===== src/rtl/stopwatch_core.sv =====
// stopwatch_core: run/stop/clear stopwatch producing centisecond, second, minute and hour counts.
// Optional build macro LAP_HOLD_EN adds i_lap, which freezes the time outputs on a lap snapshot.
module stopwatch_core #(
   parameter int unsigned CLK_FREQ_HZ = 100_000_000,
   parameter int unsigned TICK_HZ     = 100
) (
   input  logic       clk,
   input  logic       rst,
   input  logic       i_run_stop,
   input  logic       i_clear,
`ifdef LAP_HOLD_EN
   input  logic       i_lap,
`endif
   output logic [6:0] o_msec,
   output logic [5:0] o_sec,
   output logic [5:0] o_min,
   output logic [4:0] o_hour,
   output logic       o_running
);

   localparam int unsigned DIV_CNT        = CLK_FREQ_HZ / TICK_HZ;
   localparam int unsigned DIV_W          = (DIV_CNT > 1) ? $clog2(DIV_CNT) : 1;
   localparam logic [DIV_W-1:0] DIV_TERM  = DIV_W'(DIV_CNT - 1);

   typedef enum logic [1:0] {
      ST_STOP  = 2'd0,
      ST_RUN   = 2'd1,
      ST_CLEAR = 2'd2
   } state_t;

   state_t           r_state;
   logic             r_running;
   logic [DIV_W-1:0] r_div;
   logic [6:0]       r_msec;
   logic [5:0]       r_sec;
   logic [5:0]       r_min;
   logic [4:0]       r_hour;

   logic             w_tick;
   logic [6:0]       w_nxt_msec;
   logic [5:0]       w_nxt_sec;
   logic [5:0]       w_nxt_min;
   logic [4:0]       w_nxt_hour;

   // Control FSM; o_running is registered alongside the state.
   always_ff @(posedge clk or posedge rst) begin
      if (rst) begin
         r_state   <= ST_STOP;
         r_running <= 1'b0;
      end else begin
         case (r_state)
            ST_STOP: begin
               if (i_clear) begin
                  r_state   <= ST_CLEAR;
                  r_running <= 1'b0;
               end else if (i_run_stop) begin
                  r_state   <= ST_RUN;
                  r_running <= 1'b1;
               end
            end
            ST_RUN: begin
               if (i_run_stop) begin
                  r_state   <= ST_STOP;
                  r_running <= 1'b0;
               end
            end
            ST_CLEAR: begin
               r_state   <= ST_STOP;
               r_running <= 1'b0;
            end
            default: begin
               r_state   <= ST_STOP;
               r_running <= 1'b0;
            end
         endcase
      end
   end

   // Tick decision uses the current state, so a stop pulse on the terminal count still ticks.
   assign w_tick = (r_state == ST_RUN) && (r_div == DIV_TERM);

   // Divider holds its fraction while stopped so a resume continues mid-tick.
   always_ff @(posedge clk or posedge rst) begin
      if (rst) begin
         r_div <= '0;
      end else if (r_state == ST_CLEAR) begin
         r_div <= '0;
      end else if (r_state == ST_RUN) begin
         if (r_div >= DIV_TERM) begin
            r_div <= '0;
         end else begin
            r_div <= r_div + DIV_W'(1);
         end
      end
   end

   // Cascaded carries; a full 23:59:59.99 rollover resolves in one edge.
   always_comb begin
      w_nxt_msec = r_msec;
      w_nxt_sec  = r_sec;
      w_nxt_min  = r_min;
      w_nxt_hour = r_hour;
      if (w_tick) begin
         if (r_msec >= 7'd99) begin
            w_nxt_msec = 7'd0;
            if (r_sec >= 6'd59) begin
               w_nxt_sec = 6'd0;
               if (r_min >= 6'd59) begin
                  w_nxt_min = 6'd0;
                  if (r_hour >= 5'd23) begin
                     w_nxt_hour = 5'd0;
                  end else begin
                     w_nxt_hour = r_hour + 5'd1;
                  end
               end else begin
                  w_nxt_min = r_min + 6'd1;
               end
            end else begin
               w_nxt_sec = r_sec + 6'd1;
            end
         end else begin
            w_nxt_msec = r_msec + 7'd1;
         end
      end
   end

   always_ff @(posedge clk or posedge rst) begin
      if (rst) begin
         r_msec <= 7'd0;
         r_sec  <= 6'd0;
         r_min  <= 6'd0;
         r_hour <= 5'd0;
      end else if (r_state == ST_CLEAR) begin
         r_msec <= 7'd0;
         r_sec  <= 6'd0;
         r_min  <= 6'd0;
         r_hour <= 5'd0;
      end else begin
         r_msec <= w_nxt_msec;
         r_sec  <= w_nxt_sec;
         r_min  <= w_nxt_min;
         r_hour <= w_nxt_hour;
      end
   end

   assign o_running = r_running;

`ifdef LAP_HOLD_EN
   logic       r_lap;
   logic       w_lap_nxt;
   logic [6:0] r_disp_msec;
   logic [5:0] r_disp_sec;
   logic [5:0] r_disp_min;
   logic [4:0] r_disp_hour;

   always_comb begin
      w_lap_nxt = r_lap;
      if (r_state == ST_CLEAR) begin
         w_lap_nxt = 1'b0;
      end else if ((r_state == ST_RUN) && i_lap) begin
         w_lap_nxt = ~r_lap;
      end
   end

   // Display registers track the live count and simply stop loading while the lap flag is set,
   // which leaves them holding the value shown on the setting edge.
   always_ff @(posedge clk or posedge rst) begin
      if (rst) begin
         r_lap       <= 1'b0;
         r_disp_msec <= 7'd0;
         r_disp_sec  <= 6'd0;
         r_disp_min  <= 6'd0;
         r_disp_hour <= 5'd0;
      end else begin
         r_lap <= w_lap_nxt;
         if (r_state == ST_CLEAR) begin
            r_disp_msec <= 7'd0;
            r_disp_sec  <= 6'd0;
            r_disp_min  <= 6'd0;
            r_disp_hour <= 5'd0;
         end else if (!w_lap_nxt) begin
            r_disp_msec <= w_nxt_msec;
            r_disp_sec  <= w_nxt_sec;
            r_disp_min  <= w_nxt_min;
            r_disp_hour <= w_nxt_hour;
         end
      end
   end

   assign o_msec = r_disp_msec;
   assign o_sec  = r_disp_sec;
   assign o_min  = r_disp_min;
   assign o_hour = r_disp_hour;
`else
   assign o_msec = r_msec;
   assign o_sec  = r_sec;
   assign o_min  = r_min;
   assign o_hour = r_hour;
`endif

endmodule


===== config.mk =====
export PLATFORM = sky130hd
export DESIGN_NAME = stopwatch_core
export DESIGN_NICKNAME = d
export VERILOG_FILES = /design/src/rtl/stopwatch_core.sv
export SDC_FILE = /design/constraint.sdc
export NUM_CORES = 1
export LEC_CHECK = 0
export ABC_AREA = 1
export CORE_MARGIN = 5
export CORE_UTILIZATION = 41
export CTS_CLUSTER_SIZE = 30
export DETAILED_ROUTE_END_ITERATION = 12
export PLACE_DENSITY = 0.6
export SLEW_MARGIN = 10
export SYNTH_ARGS = -nofsm -noshare
export SYNTH_HDL_FRONTEND = slang
export SYNTH_SLANG_ARGS = --single-unit

===== constraint.sdc =====
create_clock -name clk -period 4 [get_ports clk]
set_input_delay 0.8 -clock clk [delete_from_list [all_inputs] [get_ports clk]]
set_output_delay 0.8 -clock clk [all_outputs]
set_load 0.05 [all_outputs]

Word-level counts from Yosys, hierarchy flattened
Cells that the tools add are included.

Input bits: 4. Word-level logic and storage cells: 62. Register bits: 47. Output and inout port bits: 25.

Order comparisons: 5. Reductions and logical operators: 11. Eq/ne operators: 5. Muxes and demuxes: 29. Add/sub/neg operators: 5.

Operators by type and width (count): two-way mux 20 bit (3); two-way mux 6 bit (9); two-way mux 5 bit (6); two-way mux 7 bit (3); adder 20 x 1 -> 20 bit (second input constant) (1); equality test 20 bit (second input constant) (1); greater-or-equal comparator 20 bit (second input constant) (1); adder 6 x 1 -> 6 bit (second input constant) (2); greater-or-equal comparator 6 bit (second input constant) (2); nonzero test 2 bit (5); adder 7 x 1 -> 7 bit (second input constant) (1); greater-or-equal comparator 7 bit (second input constant) (1); two-way mux 2 bit (3); adder 5 x 1 -> 5 bit (second input constant) (1); greater-or-equal comparator 5 bit (second input constant) (1); one-hot mux 2 bit (2 select lines) (1); AND reduction 2 bit (2); AND reduction 4 bit (1); two-way mux 1 bit (3); inequality test 3 bit (second input constant) (1); AND reduction 3 bit (1); equality test 2 x 1 -> 1 bit (second input constant) (1); equality test 2 bit (second input constant) (1); logical NOT 2 bit (1); other kinds (3) (3).

Depth between registers and ports, before layout
Word-level depth: 7. Depth in mapped cells: 11. Gate-level depth less buffers: 10.

Least setup slack after synthesis
Ideal clock, no wire load.

Kind: reg-to-reg. Start: register r_state[0]. End: register r_min[2], in the netlist o_min[2]. Period minus slack after synthesis: 1.932 ns. Buffers on the path: 1. Data required time: 3.935 ns. Library setup time: 0.065 ns. Path slack: 2.068 ns. Cell stages (with the launch flop): 9. Arrival time: 1.867 ns. Cell sequence: dfrtp_1 > inv_1 > ha_1 > inv_1 > buf_2 > nand2_1 > nor3b_1 > nand3_1 > nand2_1.

Cells in the longest elaborated chain, start to end: 4. Elaborated cells on any way between the ends: 8. Those cells by class: 2 x eq/ne; 1 x mux; 5 x reduce/logical.

Ends and longest elaborated chain: start, declared (RTL line 31) `state_t r_state;`; start signal, assigned (RTL line 48) `r_state <= ST_STOP;`; start signal, assigned (RTL line 54) `r_state <= ST_CLEAR;`; start signal, assigned (RTL line 57) `r_state <= ST_RUN;`; equality test 2 x 1 -> 1 bit (RTL line 80) `assign w_tick = (r_state == ST_RUN) && (r_div == DIV_TERM);`; logical AND 1 bit (RTL line 80); nonzero test 2 bit (no line); AND reduction 3 bit (no line); end signal, assigned (RTL line 141) `r_min <= w_nxt_min;`; end, declared (RTL line 36) `logic [5:0] r_min;`.

Parallel ways exist; a longest one is shown, timed or not. A chain may end at the register's enable or synchronous reset.

Final worst setup path
Start: register r_state[0]. End: register r_div[10].

Cells in the longest elaborated chain, start to end: 2. Elaborated cells on any way between the ends: 4. Those cells by class: 2 x eq/ne; 1 x mux; 1 x reduce/logical.

Ends and longest elaborated chain: equality test 2 bit or equality test 2 x 1 -> 1 bit (tied branches) (RTL line 86, 88); two-way mux 20 bit or nonzero test 2 bit (tied branches); end signal, assigned (RTL line 92) `r_div <= r_div + DIV_W'(1);`; end, declared (RTL line 33) `logic [DIV_W-1:0] r_div;`.

Parallel ways exist; a longest one is shown, timed or not.

==> flow_summary.ini <==
[run_status]
status = finished clean

[floorplan]
io_pins = 29
dieArea_um2 = 9125
core_area_um2 = 7176
die_h_um = 95.53
rows = 31
chipWidth_um = 95.53
initial_utilization_pct = 41.80

[timing]
fmax_mhz = 371.6
finalClockSkew_ps = 4.968
whs_ps = 530.4
tightest_slew_ps = 979.5
max-slew-margin-rel_pct = 34.61
rsz0062_at_grt = no
tns_ps = 0
drv_slew = 0
hold_viol_final = 0
fin_crit_sh_pct = 67.28
post-route-min-period_ps = 2691
finalSetupViolCount = 0

[pwr]
p_total_uw = 1585
p_leak_uw = 0.001649
pwr-share-seq_pct = 38.8
switching_power_uw = 707.2
p_int_uw = 877.9
comb_power_share_pct = 42.4
switching_share_pct = 44.61
ir_worst_vdd_mv = 0.2981
power.density_nw_per_um2 = 460.7
pwr-share-clk_pct = 18.8

[setup_path]
timing_worst_setup_path_type = flop to flop
r2r_start = r_state[0]
reg2reg_slack_ps = 1310
startpoint_type = flop
critical-path-max-stage-delay_ps = 540
cp-end-kind = flop
required_ps = 4210
crit_arrival_ps = 2900
critPathSlowestCell = nor2_1
worst-path-buf-inv = 3
worstPathMaxFanout = 12
r2r_end = r_div[10]
worstRegToRegCells = 9
critPathTopFamily = simple AND/OR/NAND/NOR gates
path_cells = inv_1 -> ha_1 -> clkinv_1 -> nor2_1 -> nand2_1 -> nor2_1 -> buf_4 -> nand2_1 -> o21ai_0

[layout]
fill_cells = 710
antenna-diode-count = 0
final_common_cell = nand2_1
fin_cells = 537
area_delta_synth_final_pct = 14.73
finish.utilization_pct = 47.95
layout_common_cells = nand2_1 (116), inv_1 (47), dfrtp_1 (46)
nNetsFinal = 449
layout-drive-gt1-share_pct = 9.817

[global_routing]
grt_overflow = 0
grt_pass1_wl_um = 11340
grt_pass1_vias = 2464
grt_use_total_pct = 15.66
antenna_found_initial = 0
grt_start_max_net_pins = 47

[clock_network]
htreeDepth = 2
postCtsHoldBufs = 0
clk_pin_slew_ps = 90
clock_latency_ps = 300
cts_resized = 0
cts_buffer_depth = 2
cts_made_buffers = 5
root_buffer = clkbuf_8
cts_tree = done
post_cts_buffers = 0
clock-sinks = 46

[logic_synthesis]
synth_top_area_cell = dfrtp_1
synth-seq-cells = 46
netlist.area_leader.share_pct = 38.38
syn_area_um2 = 2999
synth_area_per_cell_um2 = 7.351
ys_seq_area_share_pct = 38.38
synth.area.top_cells = dfrtp_1 (38%), nand2_1 (15%), inv_1 (6.0%)
synth_cell_types = 32
async_reset_ff_share_pct = 100.0
synthCells = 408
synth_nets = 420
synth_enable_flop_cells = 0
synth_ff_type = dfrtp_1
yosys_warnings = 0

[placement]
portBuffers = 28
gp_congestion = 0.8155
dp.cells = 529
dp_hpwl_um = 4742

[route]
drtPass1Iterations = 4
wl_per_cell_um = 12.07
ant_nets = 0
route.final.wire_length_um = 6481
vias_per_cell = 4.829
drt_iter0_drc = 140
drc = 0
routed-via-count = 2593

[worst_hold_path]
worstHoldStart = r_div[1]
hold_path.class = flop to flop
hold_path_depth = 2
worst_hold_path.endpoint = r_div[1]

[flow_run]
cap_violations = 0
[cells by family after synthesis]
| kind of cell | after synthesis | share of synthesized area [%] |
|---|---|---|
| AND/OR/NAND/NOR | 243 | 38.01 |
| buffers and inverters | 59 | 8.552 |
| flip-flops | 46 | 38.38 |
| AO/OA/AOI/OAI | 36 | 7.050 |
| XOR/XNOR | 16 | 4.673 |
| adder cells (fa/ha/maj) | 8 | 3.338 |
[how the worst max path moves through the flow]
stage	from	endpoint	depth (start not counted)
2_1_floorplan	r_state[0]	o_min[2]	8
3_3_place_gp	r_state[0]	r_div[8]	9
3_5_place_dp	r_state[0]	r_div[10]	9
4_1_cts	r_state[0]	r_div[10]	9
5_1_grt	r_state[0]	r_div[8]	9
6_report	r_state[0]	r_div[10]	9
[cells in the mapped netlist, types with 2 or more instances]
master / instances
a21oi_1: 3
buf_2: 3
buf_6: 2
dfrtp_1: 46
ha_1: 8
inv_1: 48
inv_2: 3
nand2_1: 116
nand2_2: 8
nand2_4: 4
nand3_1: 31
nand3b_1: 4
nand4_1: 19
nor2_1: 42
nor2_2: 4
nor2_4: 3
nor3_1: 5
o21ai_0: 17
o21ai_1: 7
o21ai_2: 7
o21bai_1: 2
or2_2: 2
xnor2_1: 2
xor2_1: 14
[flip-flops by register name (all words and copies together), names as in the netlist]
register and count:
r_state 2, o_min 6, o_msec 7, o_sec 6, o_hour 5, r_div 20
[per-stage QoR]
stage                     area (um2)  worst slack (ps)
after detailed placement        3349              1310
after CTS                       3441              1289
after global placement          3349              1395
final                           3441              1309
after global routing            3441             968.6
after floorplan                 2999              2068
[power by group through the flow]
stage	combinational (uW)	sequential [uW]	clock (uW)
after floorplan	352	771	0
after global placement	668	622	0
after detailed placement	681	625	0
after CTS	682	616	311
after global routing	747	627	328
final	672	615	298
[final cells by class]
type | instances | area (um2) | area share [%]
clock buffers | 7 | 86.33 | 2.509
clock inverters | 1 | 5.005 | 0.1455
inverters | 52 | 195.2 | 5.673
multi-input cells | 303 | 1592 | 46.25
flip-flops and latches | 46 | 1151 | 33.45
well taps | 99 | 123.9 | 3.600
repair buffers | 29 | 287.8 | 8.364
[layer usage]
| layer | global-route usage (%) | part of all wire, % | vias to the layer above |
|---|---|---|---|
| met5 | 0 | 0 | - |
| met4 | 3.673 | 0.52 | 0 |
| met3 | 3.157 | 4.0 | 3 |
| met2 | 25.07 | 47 | 38 |
| met1 | 21.76 | 49 | 1192 |
| li1 | - | - | 1360 |
[worst min-delay path, cell delays in order (launching register included)]
cell and delay, ps:
dfrtp_1 380, nand2_1 60, nand2_1 60
Note: power is estimated with default switching activity, not from simulation.
